===== config.mk =====
export PLATFORM = sky130hd
export DESIGN_NAME = fpu_normalizer
export DESIGN_NICKNAME = d
export VERILOG_FILES = /design/src/rtl/fpu_normalizer.sv
export SDC_FILE = /design/constraint.sdc
export NUM_CORES = 1
export LEC_CHECK = 0
export ABC_AREA = 1
export BUFFER_PORTS_ARGS = -buffer_cell sky130_fd_sc_hd__clkbuf_2
export CORE_MARGIN = 4
export CORE_UTILIZATION = 50
export DETAILED_ROUTE_END_ITERATION = 6
export GPL_TIMING_DRIVEN = 0
export PLACE_DENSITY = 0.86
export SYNTH_ARGS = -nofsm -noshare
export SYNTH_HDL_FRONTEND = slang
export SYNTH_SLANG_ARGS = --single-unit
export TNS_END_PERCENT = 10

===== constraint.sdc =====
create_clock -name clk -period 1.97 [get_ports clk]
set_clock_uncertainty 0.05 [all_clocks]
set_input_delay 0.197 -clock clk [delete_from_list [all_inputs] [get_ports clk]]
set_output_delay 0.197 -clock clk [all_outputs]
set_load 0.01 [all_outputs]

===== src/rtl/fpu_normalizer.sv =====
// rtl/fpu_normalizer.sv - post-ALU normalize, round-to-nearest-even and single-precision pack stage
// Subnormal support is enabled by defining FPU_NORM_SUBNORMAL_EN; the default build flushes to zero.
module fpu_normalizer #(
  parameter int EXP_W = 10
) (
  input  logic             clk,
  input  logic             reset,
  input  logic             start,
  input  logic             sign_in,
  input  logic [EXP_W-1:0] exp_in,
  input  logic [27:0]      mant_in,
  output logic             busy,
  output logic             done,
  output logic [31:0]      result,
  output logic             ovf,
  output logic             unf
);

  typedef enum logic [1:0] {IDLE, NORM, ROUND, PACK} state_t;

  localparam logic signed [EXP_W-1:0] E_ONE = EXP_W'(1);
  localparam logic signed [EXP_W-1:0] E_MAX = EXP_W'(255);

  state_t                  state_q;
  logic [27:0]             m_q;
  logic signed [EXP_W-1:0] e_q;
  logic                    s_q;
  logic                    busy_q;
  logic                    done_q;
  logic                    ovf_q;
  logic                    unf_q;
  logic [31:0]             result_q;
`ifndef FPU_NORM_SUBNORMAL_EN
  logic                    flush_q;
`endif

  logic [27:0]             m_shr;
  logic [27:0]             m_shl;
  logic signed [EXP_W-1:0] e_inc;
  logic signed [EXP_W-1:0] e_dec;
  logic                    rnd_up;
  logic [24:0]             rnd_sum;
  logic [27:0]             m_rnd;
  logic [27:0]             m_rnd_shr;

  // Right shifts keep the dropped bit alive in the sticky position.
  assign m_shr     = {1'b0, m_q[27:2], m_q[1] | m_q[0]};
  assign m_shl     = {m_q[26:0], 1'b0};
  assign e_inc     = e_q + E_ONE;
  assign e_dec     = e_q - E_ONE;
  assign rnd_up    = m_q[2] & (m_q[1] | m_q[0] | m_q[3]);
  assign rnd_sum   = {1'b0, m_q[26:3]} + {24'h0, rnd_up};
  assign m_rnd     = {rnd_sum, m_q[2:0]};
  assign m_rnd_shr = {1'b0, m_rnd[27:2], m_rnd[1] | m_rnd[0]};

  always_ff @(posedge clk) begin
    if (reset) begin
      state_q  <= IDLE;
      m_q      <= '0;
      e_q      <= '0;
      s_q      <= 1'b0;
      busy_q   <= 1'b0;
      done_q   <= 1'b0;
      ovf_q    <= 1'b0;
      unf_q    <= 1'b0;
      result_q <= '0;
`ifndef FPU_NORM_SUBNORMAL_EN
      flush_q  <= 1'b0;
`endif
    end else begin
      done_q <= 1'b0;
      case (state_q)
        IDLE: begin
          if (start) begin
            s_q     <= sign_in;
            e_q     <= exp_in;
            m_q     <= mant_in;
            busy_q  <= 1'b1;
            state_q <= NORM;
`ifndef FPU_NORM_SUBNORMAL_EN
            flush_q <= 1'b0;
`endif
          end
        end
        NORM: begin
          if (m_q == '0) begin
            state_q <= PACK;
          end else if (m_q[27]) begin
            m_q <= m_shr;
            e_q <= e_inc;
`ifdef FPU_NORM_SUBNORMAL_EN
          end else if (e_q < E_ONE) begin
            m_q <= m_shr;
            e_q <= e_inc;
`endif
          end else if (!m_q[26] && (e_q > E_ONE)) begin
            m_q <= m_shl;
            e_q <= e_dec;
          end else begin
            state_q <= ROUND;
          end
        end
        ROUND: begin
          // A carry out of the rounded mantissa renormalizes in the same cycle.
          if (rnd_sum[24]) begin
            m_q <= m_rnd_shr;
            e_q <= e_inc;
          end else begin
            m_q <= m_rnd;
          end
`ifndef FPU_NORM_SUBNORMAL_EN
          flush_q <= (e_q < E_ONE);
`endif
          state_q <= PACK;
        end
        PACK: begin
          state_q <= IDLE;
          busy_q  <= 1'b0;
          done_q  <= 1'b1;
          ovf_q   <= 1'b0;
          unf_q   <= 1'b0;
          if (e_q >= E_MAX) begin
            result_q <= {s_q, 8'hFF, 23'h0};
            ovf_q    <= 1'b1;
          end else if (m_q == '0) begin
            result_q <= {s_q, 31'h0};
`ifdef FPU_NORM_SUBNORMAL_EN
          end else if (!m_q[26]) begin
            result_q <= {s_q, 8'h00, m_q[25:3]};
            unf_q    <= 1'b1;
`else
          end else if (!m_q[26] || flush_q) begin
            result_q <= {s_q, 31'h0};
            unf_q    <= 1'b1;
`endif
          end else begin
            result_q <= {s_q, e_q[7:0], m_q[25:3]};
          end
        end
        default: state_q <= IDLE;
      endcase
    end
  end

  assign busy   = busy_q;
  assign done   = done_q;
  assign result = result_q;
  assign ovf    = ovf_q;
  assign unf    = unf_q;

endmodule


* Word level (Yosys, flattened, before mapping)
Cells that the tools add are included.
** Word-level totals
- Flip-flop bits (word level) :: 78
- Logic and storage cells :: 74
** Operators by class
- $add $sub $neg :: 3
- $lt $le $gt $ge :: 3
- Equal/unequal tests :: 9
- Muxes and demuxes :: 29
- Bitwise operators :: 3
- Reduce and logical (&&, ||, !) cells :: 15
** Operators with widths (count)
- two-way mux 28 bit :: 4
- two-way mux 31 bit :: 3
- one-hot mux 28 bit (3 select lines) :: 1
- two-way mux 10 bit :: 5
- one-hot mux 10 bit (3 select lines) :: 1
- zero test 28 bit :: 1
- two-way mux 27 bit :: 1
- adder 24 x 1 -> 25 bit :: 1
- adder 10 x 2 -> 10 bit, second input constant :: 1
- greater-or-equal comparator 10 x 9 -> 1 bit, second input constant :: 1
- > comparator 10 x 2 -> 1 bit, second input constant :: 1
- less-than comparator 10 x 2 -> 1 bit, second input constant :: 1
- subtractor 10 x 2 -> 10 bit, second input constant :: 1
- != test 3 bit, second input constant :: 3
- two-way mux 2 bit :: 4
- one-hot mux 2 bit (4 select lines) :: 1
- two-way mux 1 bit :: 7
- != test 2 bit, second input constant :: 3
- AND reduction 2 bit :: 3
- AND reduction 3 bit :: 2
- AND reduction 5 bit :: 1
- == test 2 bit, second input constant :: 2
- one-hot mux 1 bit (2 select lines) :: 2
- AND reduction 4 bit :: 1
- other kinds (9) :: 11

* Logic depth before layout (Yosys ltp)
Gate-level depths: netlist of run 1.
- Word-level depth :: 6
- Gate-level depth with buffers :: 16
- Gate-level depth less buffers :: 15

* Least setup slack after synthesis of run 1
Ideal clock, no wire load.
- Kind :: reg2reg
- Start point :: reg e_q[0]
- End point :: reg e_q[5]
- Arrival :: 1.910 ns
- Data required time :: 1.807 ns
- Setup slack :: -0.103 ns
- Stages on the path, launching flop included :: 15
- Buffers on the path :: 2
- Period minus slack after synthesis :: 2.073 ns
- Cell sequence :: dfxtp_1 > clkbuf_1 > inv_1 > ha_1 > nand2_1 > nor2_2 > a21oi_2 > nand2_2 > nand3_2 > nand2_4 > nor2_8 > inv_4 > buf_6 > nor2_1 > nor2_1
** Between the ends
- Longest elaborated chain between the ends :: 5
- Elaborated cells between the ends (all ways) :: 11
** RTL lines
- start: declaration :: line 26 : logic signed [EXP_W-1:0] e_q;
- start signal: assignment :: line 76 : e_q <= exp_in;
- start signal: assignment :: line 90 : e_q <= e_inc;
- start signal: assignment :: line 107 : e_q <= e_inc;
- subtractor 10 x 2 -> 10 bit :: line 50 : assign e_dec = e_q - E_ONE;
- two-way mux 10 bit :: line 96 : end else if (!m_q[26] && (e_q > E_ONE)) begin
- two-way mux 10 bit :: line 88 : end else if (m_q[27]) begin
- two-way mux 10 bit :: line 86 : if (m_q == '0) begin
- one-hot mux 10 bit (3 select lines) :: line 72 : case (state_q)
Parallel ways exist; a longest one is shown, timed or not. The select of a mux whose other input is x is not followed.
A chain may end at the register's enable or synchronous reset.

* Worst setup path after layout of run 1
- Start point :: reg state_q[0]
- End point :: reg m_q[25]
** Between the ends
- Longest elaborated chain between the ends :: 3
- Elaborated cells between the ends (all ways) :: 9
** RTL lines
- start: declaration :: line 24 : state_t state_q;
- start signal: assignment :: line 58 : state_q <= IDLE;
- start signal: assignment :: line 79 : state_q <= NORM;
- start signal: assignment :: line 87 : state_q <= PACK;
- == test 2 x 1 -> 1 bit, or another cell as far along :: line 72
- != test 3 bit (no line), or another cell as far along
- AND reduction 4 bit (no line)
- end signal: assignment :: line 77 : m_q <= mant_in;
- end signal: assignment :: line 89 : m_q <= m_shr;
- end signal: assignment :: line 97 : m_q <= m_shl;
- end: declaration :: line 25 : logic [27:0] m_q;
Parallel ways exist; a longest one is shown, timed or not.

==> flow_summary.toml, run 1 <==
[placed_design]
placed_cells = 1092
dp_hpwl_um = 13200
portBuffers = 76
placed_area_sq_um = 5930
routabilityCongestion = 0.977
place_ws_ps = -504

[route]
drt_first_pass_iters = 6
postRouteAntennaNets = 0
vias_per_cell = 5.70
wire_per_inst_um = 16.9
vias = 6473
totalWireLength_um = 19100
dr.first_iter.drc_count = 687
drc_errors = 0

[cells_and_area]
fin_util_pct = 65.1
layout.cells.non_filler = 1136
area_delta_synth_final_pct = 25.8
antenna_cells = 0
nNetsFinal = 1046
fillerInstances = 963
drive_gt1_share_pct = 26.4
post-route-cell-area_sq_um = 6750

[floorplanning]
ios = 78
num_rows = 37
die_h_um = 112
core_region_area_sq_um = 10400
die_w_um = 112
start_util_pct = 51.7
dieArea_sq_um = 12500

[worst_setup_path]
startpoint = "state_q[0]"
crit_fanout = 7
end_kind = "flop"
crit_type = "flop to flop"
timing.rr.start = "state_q[0]"
arrival_ps = 2250
required_ps = 2210
startpoint_type = "flop"

[global_routing]
antenna_found_initial = 0
grt_usage_pct = 28.4
grt_pass1_wl_um = 28800
grt_max_degree = 14
gr-total-overflow = 0
grt_pass1_vias = 5852

[timing]
setup_slack_ps = -33.2
hold_viol_final = 0
fin_crit_ps = 2000
worst_slew_pin_slew_ps = 646
slew_headroom_pct = 56.9
post-route-period-util_pct = 102
max_clock_freq_mhz = 499
setup_viol = 20
rsz0062_at_grt = "true"
drv_slew = 0

[run]
drv_cap = 0

[run_status]
status = "complete, but fails checks"
violations = "setup timing"

[power_and_ir_drop]
power_density_nw_per_um2 = 1440
p_leak_uw = 0.00288
irDropWorstVdd_mv = 0.940

[synthesis]
yosys-top-cells-area = "dfxtp_1 29%, nand2_1 17%, nor2_1 9.0%, nand3_1 6.6%, a21oi_1 6.2%"
synthSimpleGateAreaFrac_pct = 40.7
synth_top_family_by_area = "simple AND/OR/NAND/NOR gates"
syn_area_sq_um = 5370
yosysTopAreaCell = "dfxtp_1"
synth_compound_area_share_pct = 15.9
synthAdderAreaFrac_pct = 1.87
synth_top_area_share_pct = 29.1
synth_fp_nets = 930
syn_area_per_cell_sq_um = 6.10
yosys_most_used_dff = "dfxtp_1"
ys_seq_elements = 78
yosys.cell_types.count = 38
synth-async-reset-ratio_pct = 0
synth_xor_area_share_pct = 2.29
muxShareOfSynthArea_pct = 0
netlist_instances = 880
synth_edf_count = 0
yosysSeqAreaShare_pct = 29.1
yosys_warnings = 0

[cts]
cts_tree = "yes"
clock_latency_ps = 370
cts_buffer_depth = 2
ctsRootBufferMaster = "clkbuf_8"
htree_levels = 3
cts_made_buffers = 9
clk_pin_slew_worst_paths_ps = 80
cts_sinks = 78
holdBufCountCts = 0

[min_path]
min_path_type = "primary input to flop"
min_from = "sign_in"
placed cells by master (no fill, tap or decap), drive strengths merged, types with 22 or more instances in the layout:
| cell type | count |
|---|---|
| dfxtp | 78 |
| buf | 48 |
| clkbuf | 121 |
| o21ai | 40 |
| o22ai | 22 |
| nand3 | 73 |
| nand2 | 260 |
| nor2 | 143 |
| inv | 70 |
| a21oi | 71 |
Yosys cell counts, types with 2 or more instances:
cell type    n
nand3_1     71
nand2_2      6
nand4_1     12
dfxtp_1     78
nor2_4       6
o211ai_1     7
nor3_1       5
nand2_4      4
nand3_2      2
a211oi_1     2
nor2_1     129
inv_2        4
a31oi_1      9
clkbuf_1    27
nor2_2       7
xnor2_1      2
nand3b_1     4
a21oi_2      5
inv_1       64
o21ai_0     35
xor2_1      12
o22ai_1     22
or2_2        5
ha_1         8
o21ai_1      5
a21oi_1     66
nand2_1    250
buf_6        7
buf_2       16
inv_4        2
per-layer routing:
layer | GRT usage (%) | wire length (um) | up-vias
met5 | 0 | 0 | -
met4 | 14.3 | 924 | 0
met3 | 6.25 | 1960 | 94
met2 | 46.5 | 8820 | 387
met1 | 35.1 | 7440 | 2904
li1 | - | - | 3088
final timing paths:
| kind | to | slack [ps] | cells after the start |
|---|---|---|---|
| min | s_q | 40 | 3 |
| min reg2reg | result[21] | 420 | 2 |
| max | m_q[25] | -30 | 11 |
| max reg2reg | m_q[25] | -30 | 11 |
flip-flops by register name, indices dropped and copies added, names as in the netlist:
name,count
result,32
m_q,28
e_q,10
state_q,2
busy,1
done,1
flush_q,1
ovf,1
s_q,1
unf,1
worst max-delay path, stage by stage, from the launching register on:
cell and delay, ps:
dfxtp_4 410, inv_4 60, ha_4 170, inv_1 80, or2_4 150, o31ai_1 90, a21oi_2 210, nand2_4 160
buf_12 180, nor2_1 140, o21ai_1 90, a21oi_1 130
cell type report:
class	count	area [sq um]	share of cell area, %
plain buffers	51	354	5.25
clock buffers	12	155	2.30
clock inverters	3	43.8	0.649
inverters	71	283	4.19
multi-input cells	679	3480	51.6
flip-flops and latches	78	1590	23.6
well taps	136	170	2.52
repair buffers	106	669	9.92
through the flow:
step                power, uW  hold WS [ps]  setup TNS, ps
finish                   9700          41.5           -232
global route            10200          72.7          -3050
CTS                      8680          38.8          -6.58
detailed placement       7090           406         -23830
global placement         7040           401         -23310
floorplan                5700           300              0
timing repair:
action,4_1_cts,5_1_grt
gates cloned,0,4
setup buffers,15,11
endpoints found under the setup margin,72,68
hold endpoints to repair,0,0
resized for setup,60,77
pin swaps,14,28
report_power, final:
group / internal, uW / switching, uW / total [uW]
registers: 1900 / 370 / 2270
logic: 2320 / 3850 / 6170
clock network: 649 / 612 / 1260
kinds of logic after synthesis:
family	after synthesis
DFF	78
xor gates and xnor gates	14
AOI/OAI and AO/OA	153
adders and majority gates	8
buffers and inverters	123
and+or+nand+nor	504
No activity file was read; power rests on OpenSTA's default activity.
==> inputs of run 2 (changes only) <==
--- a/config.mk
+++ b/config.mk
@@ -7,11 +7,11 @@
 export LEC_CHECK = 0
 export ABC_AREA = 1
 export BUFFER_PORTS_ARGS = -buffer_cell sky130_fd_sc_hd__clkbuf_2
-export CORE_MARGIN = 4
 export CORE_UTILIZATION = 50
 export DETAILED_ROUTE_END_ITERATION = 6
 export GPL_TIMING_DRIVEN = 0
 export PLACE_DENSITY = 0.86
+export REMOVE_ABC_BUFFERS = 1
 export SYNTH_ARGS = -nofsm -noshare
 export SYNTH_HDL_FRONTEND = slang
 export SYNTH_SLANG_ARGS = --single-unit
==> flow_summary.toml, run 2 (synthesized netlist as in run 1, its figures left out) <==
[cells_and_area]
area_delta_synth_final_pct = 28.8
largest_reg_flops = 32
layout.cells.non_filler = 1121
fillerInstances = 896
post-route-cell-area_sq_um = 6910
drive_gt1_share_pct = 28.7
nNetsFinal = 1030
final_cell_mix = "238 x nand2_1, 118 x nor2_1, 76 x clkbuf_2"
antenna_cells = 0
fin_util_pct = 66.7
final_common_cell = "nand2_1"

[global_routing]
grt_pass1_vias = 5849
antenna_found_initial = 0
gr-total-overflow = 0
grt_max_degree = 62
grt_pass1_wl_um = 27900
grt_usage_pct = 31.3

[placed_design]
routabilityCongestion = 0.922
placed_cells = 1044
portBuffers = 77
placed_area_sq_um = 5700
dp_hpwl_um = 10200

[power_and_ir_drop]
power.share.clock_pct = 13.7
power_switching_uw = 5110
power_density_nw_per_um2 = 1470
irDropWorstVdd_mv = 1.26
pwr-share-seq_pct = 24.4
p_sw_share_pct = 50.4
comb_power_share_pct = 61.9
p_leak_uw = 0.00290
intPower_uw = 5030

[timing]
max_clock_freq_mhz = 487
worst_slew_pin_slew_ps = 1200
setup_slack_ps = -84.8
holdWs_ps = 11.4
fin_crit_ps = 2050
setup_viol = 10
slew_headroom_pct = 20.1
hold_viol_final = 0
rsz0062_at_grt = "true"
drv_slew = 0
post-route-period-util_pct = 104
finalSetupTns_ps = -267

[route]
wire_per_inst_um = 17.2
postRouteAntennaNets = 0
vias_per_cell = 5.87
drc_errors = 0
totalWireLength_um = 19200
drt_first_pass_iters = 6
vias = 6584
dr.first_iter.drc_count = 737

[cts]
clock_latency_ps = 380
htree_levels = 3
ctsRootBufferMaster = "clkbuf_8"
cts_tree = "yes"
cts_sinks = 78
cts_buffer_depth = 2
clk_pin_slew_worst_paths_ps = 90
cts_made_buffers = 9
holdBufCountCts = 0

[floorplanning]
num_rows = 37
dieArea_sq_um = 11100
ios = 78
die_w_um = 106
start_util_pct = 51.7
die_h_um = 106
core_region_area_sq_um = 10400

[run_status]
violations = "setup timing"
status = "complete, but fails checks"

[worst_setup_path]
end_kind = "flop"
crit_type = "flop to flop"
required_ps = 2120
crit_fanout = 13
r2r_slack_ps = -80
startpoint_type = "flop"
arrival_ps = 2200

[min_path]
min_path_type = "primary input to flop"

[run]
drv_cap = 0
-- run 2: path summary, 6_finish.rpt --
check,cells after the start,from,to
worst max-delay path,11,e_q[5],m_q[5]
worst min-delay path,3,mant_in[27],m_q[27]
worst max register to register,11,e_q[5],m_q[5]
worst min register to register,2,result[17],result[17]
-- run 2: area by class of cell --
type	instances	area, sq um	area share (%)
clock inverters	7	96.3	1.39
repair inverters	1	5.00	0.0724
well taps	136	170	2.46
inverters	71	300	4.34
repair buffers	133	897	13.0
multi-input cells	686	3700	53.6
flip-flops and latches	78	1620	23.4
clock buffers	9	124	1.79
-- run 2: through the flow --
step / setup WS [ps] / power (uW)
after floorplan: -1440 / 5290
after global placement: -3430 / 6230
after detailed placement: -1420 / 6430
after CTS: -49.3 / 8850
after global routing: -164 / 10700
final: -84.8 / 10100
-- run 2: timing repair --
item,in CTS,in global routing
gates cloned,3,5
endpoints found under the setup margin,75,74
setup buffers,27,26
endpoints found under the hold margin,0,0
pin swaps,10,39
gates resized for setup,56,84
-- run 2: worst max-delay path, stage by stage (launching register included) --
cell and delay (ps):
dfxtp_2 390, nor2_2 180, nand2_1 150, nor2_4 160, a21oi_2 80, nand2_2 120, buf_4 190, nand2_4 150
nand2_1 130, nand4_1 140, nand2_1 90, a21oi_1 60
-- run 2: metal layers --
layer | wire, um | global-route usage, % | vias up | part of all wire (%)
li1 | - | - | 3068 | -
met1 | 7140 | 38.3 | 2927 | 37
met2 | 8880 | 52.3 | 461 | 46
met3 | 2070 | 5.44 | 128 | 11
met4 | 1130 | 17.1 | 0 | 5.9
met5 | 0 | 0 | - | 0
-- run 2: power groups by stage --
stage          clock network (uW)  registers, uW  logic, uW
6_report                     1390           2470       6280
3_3_place_gp                    0           2350       3880
2_1_floorplan                   0           2240       3050
4_1_cts                      1390           2360       5100
3_5_place_dp                    0           2360       4080
5_1_grt                      1450           2510       6750
